[config.mk]
export PLATFORM = sky130hd
export DESIGN_NAME = histogram_readout_controller
export DESIGN_NICKNAME = d
export VERILOG_FILES = /design/src/rtl/hist_pkg.sv /design/src/rtl/mem_port_cmd.sv /design/src/rtl/histogram_readout_controller.sv
export SDC_FILE = /design/constraint.sdc
export NUM_CORES = 1
export LEC_CHECK = 0
export ABC_CLOCK_PERIOD_IN_PS = 4350
export BUFFER_PORTS_ARGS = -buffer_cell sky130_fd_sc_hd__buf_2
export CORE_ASPECT_RATIO = 1.25
export CORE_MARGIN = 4
export CORE_UTILIZATION = 45
export DETAILED_ROUTE_END_ITERATION = 8
export PLACE_DENSITY = 0.74
export SYNTH_ARGS = -nofsm -noshare
export SYNTH_HDL_FRONTEND = slang
export SYNTH_HIERARCHICAL = 1
export SYNTH_SLANG_ARGS = --single-unit
[constraint.sdc]
create_clock -name clk -period 4.35 [get_ports clk]
set_clock_uncertainty 0.1 [all_clocks]
set_input_delay 0.435 -clock clk [delete_from_list [all_inputs] [get_ports clk]]
set_output_delay 0.435 -clock clk [all_outputs]
set_load 0.01 [all_outputs]
[src/rtl/hist_pkg.sv]
// Shared definitions for the histogram controllers: FSM states, command strobe
// lengths, the header word and the bin-index to DDR2 word-address map.
package hist_pkg;

  localparam int unsigned RD_STROBE_CYC = 3;
  localparam int unsigned WR_STROBE_CYC = 2;
  localparam int unsigned CNT_W         = 2;
  localparam int unsigned ADDR_W        = 30;
  localparam int unsigned DATA_W        = 32;
  localparam int unsigned IDX_MAX_W     = 28;

  localparam logic [DATA_W-1:0] HDR_WORD_DEFAULT = 32'hFFFF_FFFF;

  typedef enum logic [3:0] {
    IDLE,
    HDR,
    RD_REQ,
    RD_HOLD,
    RD_WAIT,
    PUSH,
    CLR_REQ,
    CLR_HOLD,
    CLR_WAIT,
    NEXT,
    DONE
  } state_t;

  // idx[9:0] is X -> addr[11:2], idx[19:10] is Y -> addr[21:12]; upper bits stay zero
  function automatic logic [ADDR_W-1:0] bin_to_addr(input logic [IDX_MAX_W-1:0] idx);
    return {idx, 2'b00};
  endfunction

endpackage

[src/rtl/mem_port_cmd.sv]
// Issues one strobed DDR2 port command (3-cycle read or 2-cycle write) from a
// single-cycle req pulse and flags cmd_done on the last strobe cycle.
module mem_port_cmd
  import hist_pkg::*;
(
  input  logic clk,
  input  logic reset,
  input  logic req,
  input  logic rw,
  output logic mem_op,
  output logic read_write,
  output logic cmd_done
);

  logic [CNT_W-1:0] cnt;
  logic             active;
  logic             rw_q;

  always_ff @(posedge clk) begin
    if (reset) begin
      mem_op     <= 1'b0;
      read_write <= 1'b1;
      active     <= 1'b0;
      rw_q       <= 1'b1;
      cnt        <= '0;
    end else begin
      mem_op     <= 1'b0;
      read_write <= 1'b1;
      if (req) begin
        mem_op     <= 1'b1;
        read_write <= rw;
        rw_q       <= rw;
        active     <= 1'b1;
        cnt        <= rw ? CNT_W'(RD_STROBE_CYC - 1) : CNT_W'(WR_STROBE_CYC - 1);
      end else if (active) begin
        if (cnt != '0) begin
          mem_op     <= 1'b1;
          read_write <= rw_q;
          cnt        <= cnt - CNT_W'(1);
        end else begin
          active <= 1'b0;
        end
      end
    end
  end

  assign cmd_done = active && (cnt == '0);

endmodule

[src/rtl/histogram_readout_controller.sv]
// Dumps the DDR2 histogram image into the host transfer FIFO: a header word,
// then every bin in index order, optionally zeroing each bin after it is read.
module histogram_readout_controller
  import hist_pkg::*;
#(
  parameter int unsigned       NUM_BINS_LOG2 = 20,
  parameter logic [DATA_W-1:0] HDR_WORD      = HDR_WORD_DEFAULT
) (
  input  logic              clk,
  input  logic              reset,
  input  logic              start,
  input  logic              clear_en,
  output logic              busy,
  output logic              done,
  input  logic              pX_ready,
  output logic [DATA_W-1:0] pX_data_out,
  input  logic [DATA_W-1:0] pX_data_in,
  input  logic              pX_data_ready,
  output logic [ADDR_W-1:0] pX_addr,
  output logic              pX_read_write,
  output logic              pX_mem_op,
  output logic [DATA_W-1:0] fifo_din,
  output logic              fifo_wr_en,
  input  logic              fifo_full
);

  state_t                   state;
  logic [NUM_BINS_LOG2-1:0] idx;
  logic                     clr_latched;
  logic [DATA_W-1:0]        data;
  logic                     cmd_req;
  logic                     cmd_rw;
  logic                     cmd_done;

  // Command is launched on the same edge the request state sees pX_ready
  assign cmd_req     = pX_ready && ((state == RD_REQ) || (state == CLR_REQ));
  assign cmd_rw      = (state == RD_REQ);
  assign pX_addr     = bin_to_addr(IDX_MAX_W'(idx));
  assign pX_data_out = '0;

  mem_port_cmd u_mem_port_cmd (
    .clk        (clk),
    .reset      (reset),
    .req        (cmd_req),
    .rw         (cmd_rw),
    .mem_op     (pX_mem_op),
    .read_write (pX_read_write),
    .cmd_done   (cmd_done)
  );

  always_ff @(posedge clk) begin
    if (reset) begin
      state       <= IDLE;
      idx         <= '0;
      clr_latched <= 1'b0;
      data        <= '0;
      busy        <= 1'b0;
      done        <= 1'b0;
      fifo_din    <= '0;
      fifo_wr_en  <= 1'b0;
    end else begin
      fifo_wr_en <= 1'b0;
      done       <= 1'b0;
      case (state)
        IDLE: begin
          if (start) begin
            clr_latched <= clear_en;
            idx         <= '0;
            busy        <= 1'b1;
            state       <= HDR;
          end
        end
        HDR: begin
          if (!fifo_full) begin
            fifo_din   <= HDR_WORD;
            fifo_wr_en <= 1'b1;
            state      <= RD_REQ;
          end
        end
        RD_REQ:   if (pX_ready) state <= RD_HOLD;
        RD_HOLD:  if (cmd_done) state <= RD_WAIT;
        RD_WAIT: begin
          if (pX_data_ready) begin
            data  <= pX_data_in;
            state <= PUSH;
          end
        end
        PUSH: begin
          if (!fifo_full) begin
            fifo_din   <= data;
            fifo_wr_en <= 1'b1;
            state      <= clr_latched ? CLR_REQ : NEXT;
          end
        end
        CLR_REQ:  if (pX_ready) state <= CLR_HOLD;
        CLR_HOLD: if (cmd_done) state <= CLR_WAIT;
        CLR_WAIT: if (pX_ready) state <= NEXT;
        NEXT: begin
          if (idx == '1) begin
            state <= DONE;
          end else begin
            idx   <= idx + NUM_BINS_LOG2'(1);
            state <= RD_REQ;
          end
        end
        DONE: begin
          done  <= 1'b1;
          busy  <= 1'b0;
          state <= IDLE;
        end
        default: state <= IDLE;
      endcase
    end
  end

endmodule

# Word level (Yosys, flattened, before mapping)
# Cells that the tools add are included.
# op_classes
n_mux,32
reduce_logical,20
bitwise_logic,1
add_sub_neg,2
eq_ne,21
# op_table
cell,count
2-to-1 mux 32 bit,2
one-hot mux 32 bit (2 select lines),1
2-to-1 mux 4 bit,11
2-to-1 mux 20 bit,2
one-hot mux 20 bit (2 select lines),1
one-hot mux 4 bit (10 select lines),1
"adder 20 x 1 -> 20 bit, second input constant",1
"equality test 20 bit, second input constant",1
"inequality test 2 bit, second input constant",10
"equality test 4 x 3 -> 1 bit, second input constant",4
"equality test 4 bit, second input constant",3
nonzero test 2 bit,6
2-to-1 mux 1 bit,9
AND reduction 9 bit,1
"equality test 4 x 2 -> 1 bit, second input constant",2
2-to-1 mux 2 bit,4
AND reduction 2 bit,4
AND reduction 3 bit,2
"equality test 4 x 1 -> 1 bit, second input constant",1
logical NOT 4 bit,1
OR reduction 2 bit,2
logical AND 1 bit,2
logical NOT 2 bit,1
one-hot mux 1 bit (2 select lines),1
other kinds (3),3
# totals
regBits,97
output_inout_bits,99

# Longest topological paths before layout
# depth
depth_word,5
depth_mapped,8
ltp_nobuf,8

# By module
# The synthesis kept the hierarchy.
# by_module_without_submodules
mod,cells_each,seq_area_each_um2,area_per_inst_um2,n_inst
histogram_readout_controller,505,1841.8,4101.4,1
mem_port_cmd,23,100.1,209.0,1

# Worst setup path before layout
# No wires, ideal clock.
# synth_timing
path_type,flip-flop to flip-flop
from,register idx[8]
to,register idx[15]
required_ns,4.180
stages_incl_launch_ff,7
synth_period_minus_slack_ns,1.936
arrival_ns,1.765
setup_slack_ns,2.414
n_path_buf,1
cell_sequence,dfxtp_1 -> nand4_1 -> or3b_1 -> a221o_1 -> buf_6 -> or3_1 -> a21oi_1
# synth_via
elab_chain_len,3
word_cells_on_any_way,6
cone_classes,add/sub (1); eq/ne (2); mux (2); reduce/logical (1)
# synth_rtl
item,line,text
from (decl),histogram_readout_controller.sv:28,logic [NUM_BINS_LOG2-1:0] idx;
from (signal assigned),histogram_readout_controller.sv:102,idx <= idx + NUM_BINS_LOG2'(1);
adder 20 x 1 -> 20 bit or equality test 20 bit (tied branches),"histogram_readout_controller.sv:102, histogram_readout_controller.sv:99",
2-to-1 mux 20 bit or inequality test 2 bit (tied branches),n/a,
one-hot mux 20 bit (2 select lines) or AND reduction 3 bit (tied branches),n/a,
# Several ways; a longest one is shown, not always the timed one. The select of a mux whose other input is x is not followed.
# A chain may end at the register's enable or synchronous reset.

# Final worst setup path
# layout_timing
from,register state[2]
to,register state[3]
# layout_via
elab_chain_len,3
word_cells_on_any_way,21
cone_classes,eq/ne (18); mux (1); reduce/logical (2)
# layout_rtl
item,line,text
from (decl),histogram_readout_controller.sv:27,state_t state;
from (signal assigned),histogram_readout_controller.sv:92,state <= clr_latched ? CLR_REQ : NEXT;
equality test 4 x 2 -> 1 bit (tied with other cells),histogram_readout_controller.sv:64,case (state)
inequality test 2 bit (no line),n/a,
AND reduction 9 bit (no line),n/a,
# Several ways; a longest one is shown, not always the timed one.

==> flow_summary.json <==
{
  "outcome": "finished clean",
  "die_y_um": 117,
  "fin_crit_sh": 0.606,
  "leakagePower_nw": 1.94,
  "cts_made_buffers": 9,
  "hold_buffers": 0,
  "hold_slack_ns": 0.227,
  "firstDrtPassIters": 4,
  "placed_area_mm2": 0.00468,
  "grt_pass1_wl_mm": 16.2,
  "synth_area_mm2": 0.00431,
  "hp-class": "in -> reg",
  "gr-total-overflow": 0,
  "row_count": 39,
  "multiInputGateArea_mm2": 0.00193,
  "power_density_mw_per_mm2": 452,
  "yosysTopAreaCell": "dfxtp_1",
  "cts.clk_slew.worst_paths_ns": 0.07,
  "cts_htree_levels": 3,
  "grt_max_degree": 65,
  "max_slew_margin": 0.256,
  "yosysUniqueCellTypes": 53,
  "dpl.cell_count": 716,
  "final_core_util": 0.537,
  "clock_latency_ns": 0.34,
  "seq_area_mm2": 0.00194,
  "drc": 0,
  "setup_viol": 0,
  "syn2layout_area_growth_pct": 15.5,
  "postLayoutCellArea_mm2": 0.00498,
  "grt_usage": 0.177,
  "die_area_mm2": 0.0112,
  "layout.nets": 645,
  "max_freq_ghz": 0.380,
  "routedWlPerCell_um": 13.3,
  "layout-drive-gt1-share": 0.197,
  "io_buffers": 95,
  "ir_drop_mv": 0.218,
  "clock_sinks": 97,
  "reg2reg_slack_ns": 1.72,
  "swShare": 0.296,
  "finalWorstPathRequiredPeriod_ns": 2.63,
  "vias": 3666,
  "diodes": 0,
  "first_iter_violations": 146,
  "n_fill_cell": 912,
  "ys_seq_elements": 97,
  "power_frac_comb": 0.191,
  "p_int_mw": 1.58,
  "setup_tns_ns": 0,
  "max-cap-violations": 0,
  "rr_startpoint": "state[2]",
  "ant_nets": 0,
  "ys_seq_area_frac": 0.451,
  "ys_warn_count": 6,
  "holdPathStages": 3,
  "pwr-share-clk": 0.345,
  "drv_slew": 0,
  "antenna_found_initial": 0,
  "fp.coreArea_mm2": 0.00927,
  "cts_tree": "built",
  "p_seq_frac": 0.464,
  "cts_buffer_depth": 2,
  "routabilityCongestion": 0.823,
  "syn_inst": 528,
  "grt_pass1_vias": 3509,
  "viasPerCell": 5.01,
  "whs_endpoint": "data[4]",
  "crit_arrival_ns": 2.77,
  "cts_resized": 0,
  "r2r-end": "state[3]",
  "synth_area_per_cell_um2": 8.16,
  "min_from": "pX_data_in[4]",
  "rsz0062_at_grt": "no",
  "crit_required_ns": 4.48,
  "initial_core_util": 0.465,
  "ios": 138,
  "tightestPinTransition_ns": 1.12,
  "routed_wl_mm": 9.70,
  "synth_top_area_frac": 0.451,
  "postSynth.asyncResetShare": 0,
  "synth_area_leaders": "dfxtp_1 45%, buf_4 7.3%, nand2_1 6.6%",
  "cts_root_buf": "clkbuf_16",
  "post-cts-setup-buffers": 0,
  "p_switching_mw": 0.666,
  "hold_viol": 0,
  "critPathKind": "reg -> reg",
  "critPathMaxFanout": 29,
  "ys.flop_type": "dfxtp_1",
  "worst_setup_path_end_kind": "register",
  "stdcell_count": 732,
  "hpwl_mm": 6.85,
  "critPathLaunchType": "register",
  "synth_edf_count": 0,
  "r2r_cells": 6,
  "die_w_um": 95.5
}
## worst max-delay path by stage
stage	from	to	slack, ns	depth (start not counted)
CTS	state[2]	state[3]	1.76	6
global placement	state[2]	idx[19]	1.89	5
detailed placement	state[2]	state[3]	1.78	6
global route	state[2]	state[3]	1.47	6
floorplan	idx[8]	idx[15]	2.41	6
finish	state[2]	state[3]	1.72	6
## Yosys cell counts, drive strengths merged, types with 2 or more instances
cell,number
xnor2,6
nor3,5
a211oi,3
nand2,76
and4,2
a21oi,48
nand2b,6
ha,2
nand3,11
nor2,55
inv,38
or3,7
dfxtp,97
buf,45
and3,6
a311oi,32
clkbuf,31
or4,2
nand4,7
o21ai,9
nor2b,5
o31ai,2
and2,3
mux2i,4
xor2,4
## per-stage QoR
| step | setup slack, ns | power [mW] |
|---|---|---|
| after global placement | 1.89 | 1.48 |
| after floorplan | 2.41 | 1.37 |
| after global routing | 1.47 | 2.38 |
| after detailed placement | 1.78 | 1.49 |
| after CTS | 1.76 | 2.27 |
| final | 1.72 | 2.25 |
## critical path, stage by stage, from the launching register on
cell and delay (ns):
dfxtp_1 0.47, buf_4 0.33, nor2_1 0.31, mux2i_1 0.13, o311ai_0 0.82, o22ai_1 0.14, and3b_1 0.23
## power by group through the flow
stage | registers, mW | clock network (mW) | logic, mW
6_report | 1.04 | 0.777 | 0.429
4_1_cts | 1.04 | 0.794 | 0.432
5_1_grt | 1.06 | 0.836 | 0.487
3_3_place_gp | 1.06 | 0 | 0.418
2_1_floorplan | 1.07 | 0 | 0.302
3_5_place_dp | 1.06 | 0 | 0.430
## cells in the final DEF (no fill, tap or decap), types with 9 or more instances in the layout
| cell | count |
|---|---|
| dfxtp_1 | 97 |
| buf_2 | 95 |
| nand2_1 | 76 |
| nor2_1 | 55 |
| a21oi_1 | 48 |
| conb_1 | 42 |
| inv_1 | 38 |
| a311oi_1 | 32 |
| nand3_1 | 11 |
| o21ai_0 | 9 |
| clkbuf_16 | 9 |
## layout make-up
| cell class | instances | share of cell area |
|---|---|---|
| multi-input combinational | 358 | 0.387 |
| clock inverter | 4 | 0.00704 |
| sequential | 97 | 0.390 |
| timing repair buffer | 100 | 0.103 |
| clock buffer | 12 | 0.0535 |
| inverter | 38 | 0.0287 |
| tap | 123 | 0.0309 |
## routing by layer
layer  up-vias  global-route usage  share of wire
li1       1857                   -              -
met1      1666               0.213           0.42
met2       126               0.297           0.49
met3        17              0.0499          0.075
met4         0              0.0623          0.018
met5         -                   0              0
## sequential cells by signal (all words and copies together), names as in the netlist, 2 cells and up
name                count
data                   32
fifo_din               32
idx                    20
state                   4
u_mem_port_cmd/cnt      2
## cell families (layout without fill, tap and decap cells)
kind of cell,count (synthesis),in the layout,share of synthesized area
multiplexers,4,4,0.00929
AO/OA/AOI/OAI,108,108,0.167
adder cells (fa/ha/maj),2,2,0.00580
XOR/XNOR,10,10,0.0203
flip-flops,97,97,0.451
buffers and inverters,114,154,0.140
AND/OR/NAND/NOR,192,192,0.206
other,1,42,0.000870
Note: power is estimated with default switching activity, not from simulation.
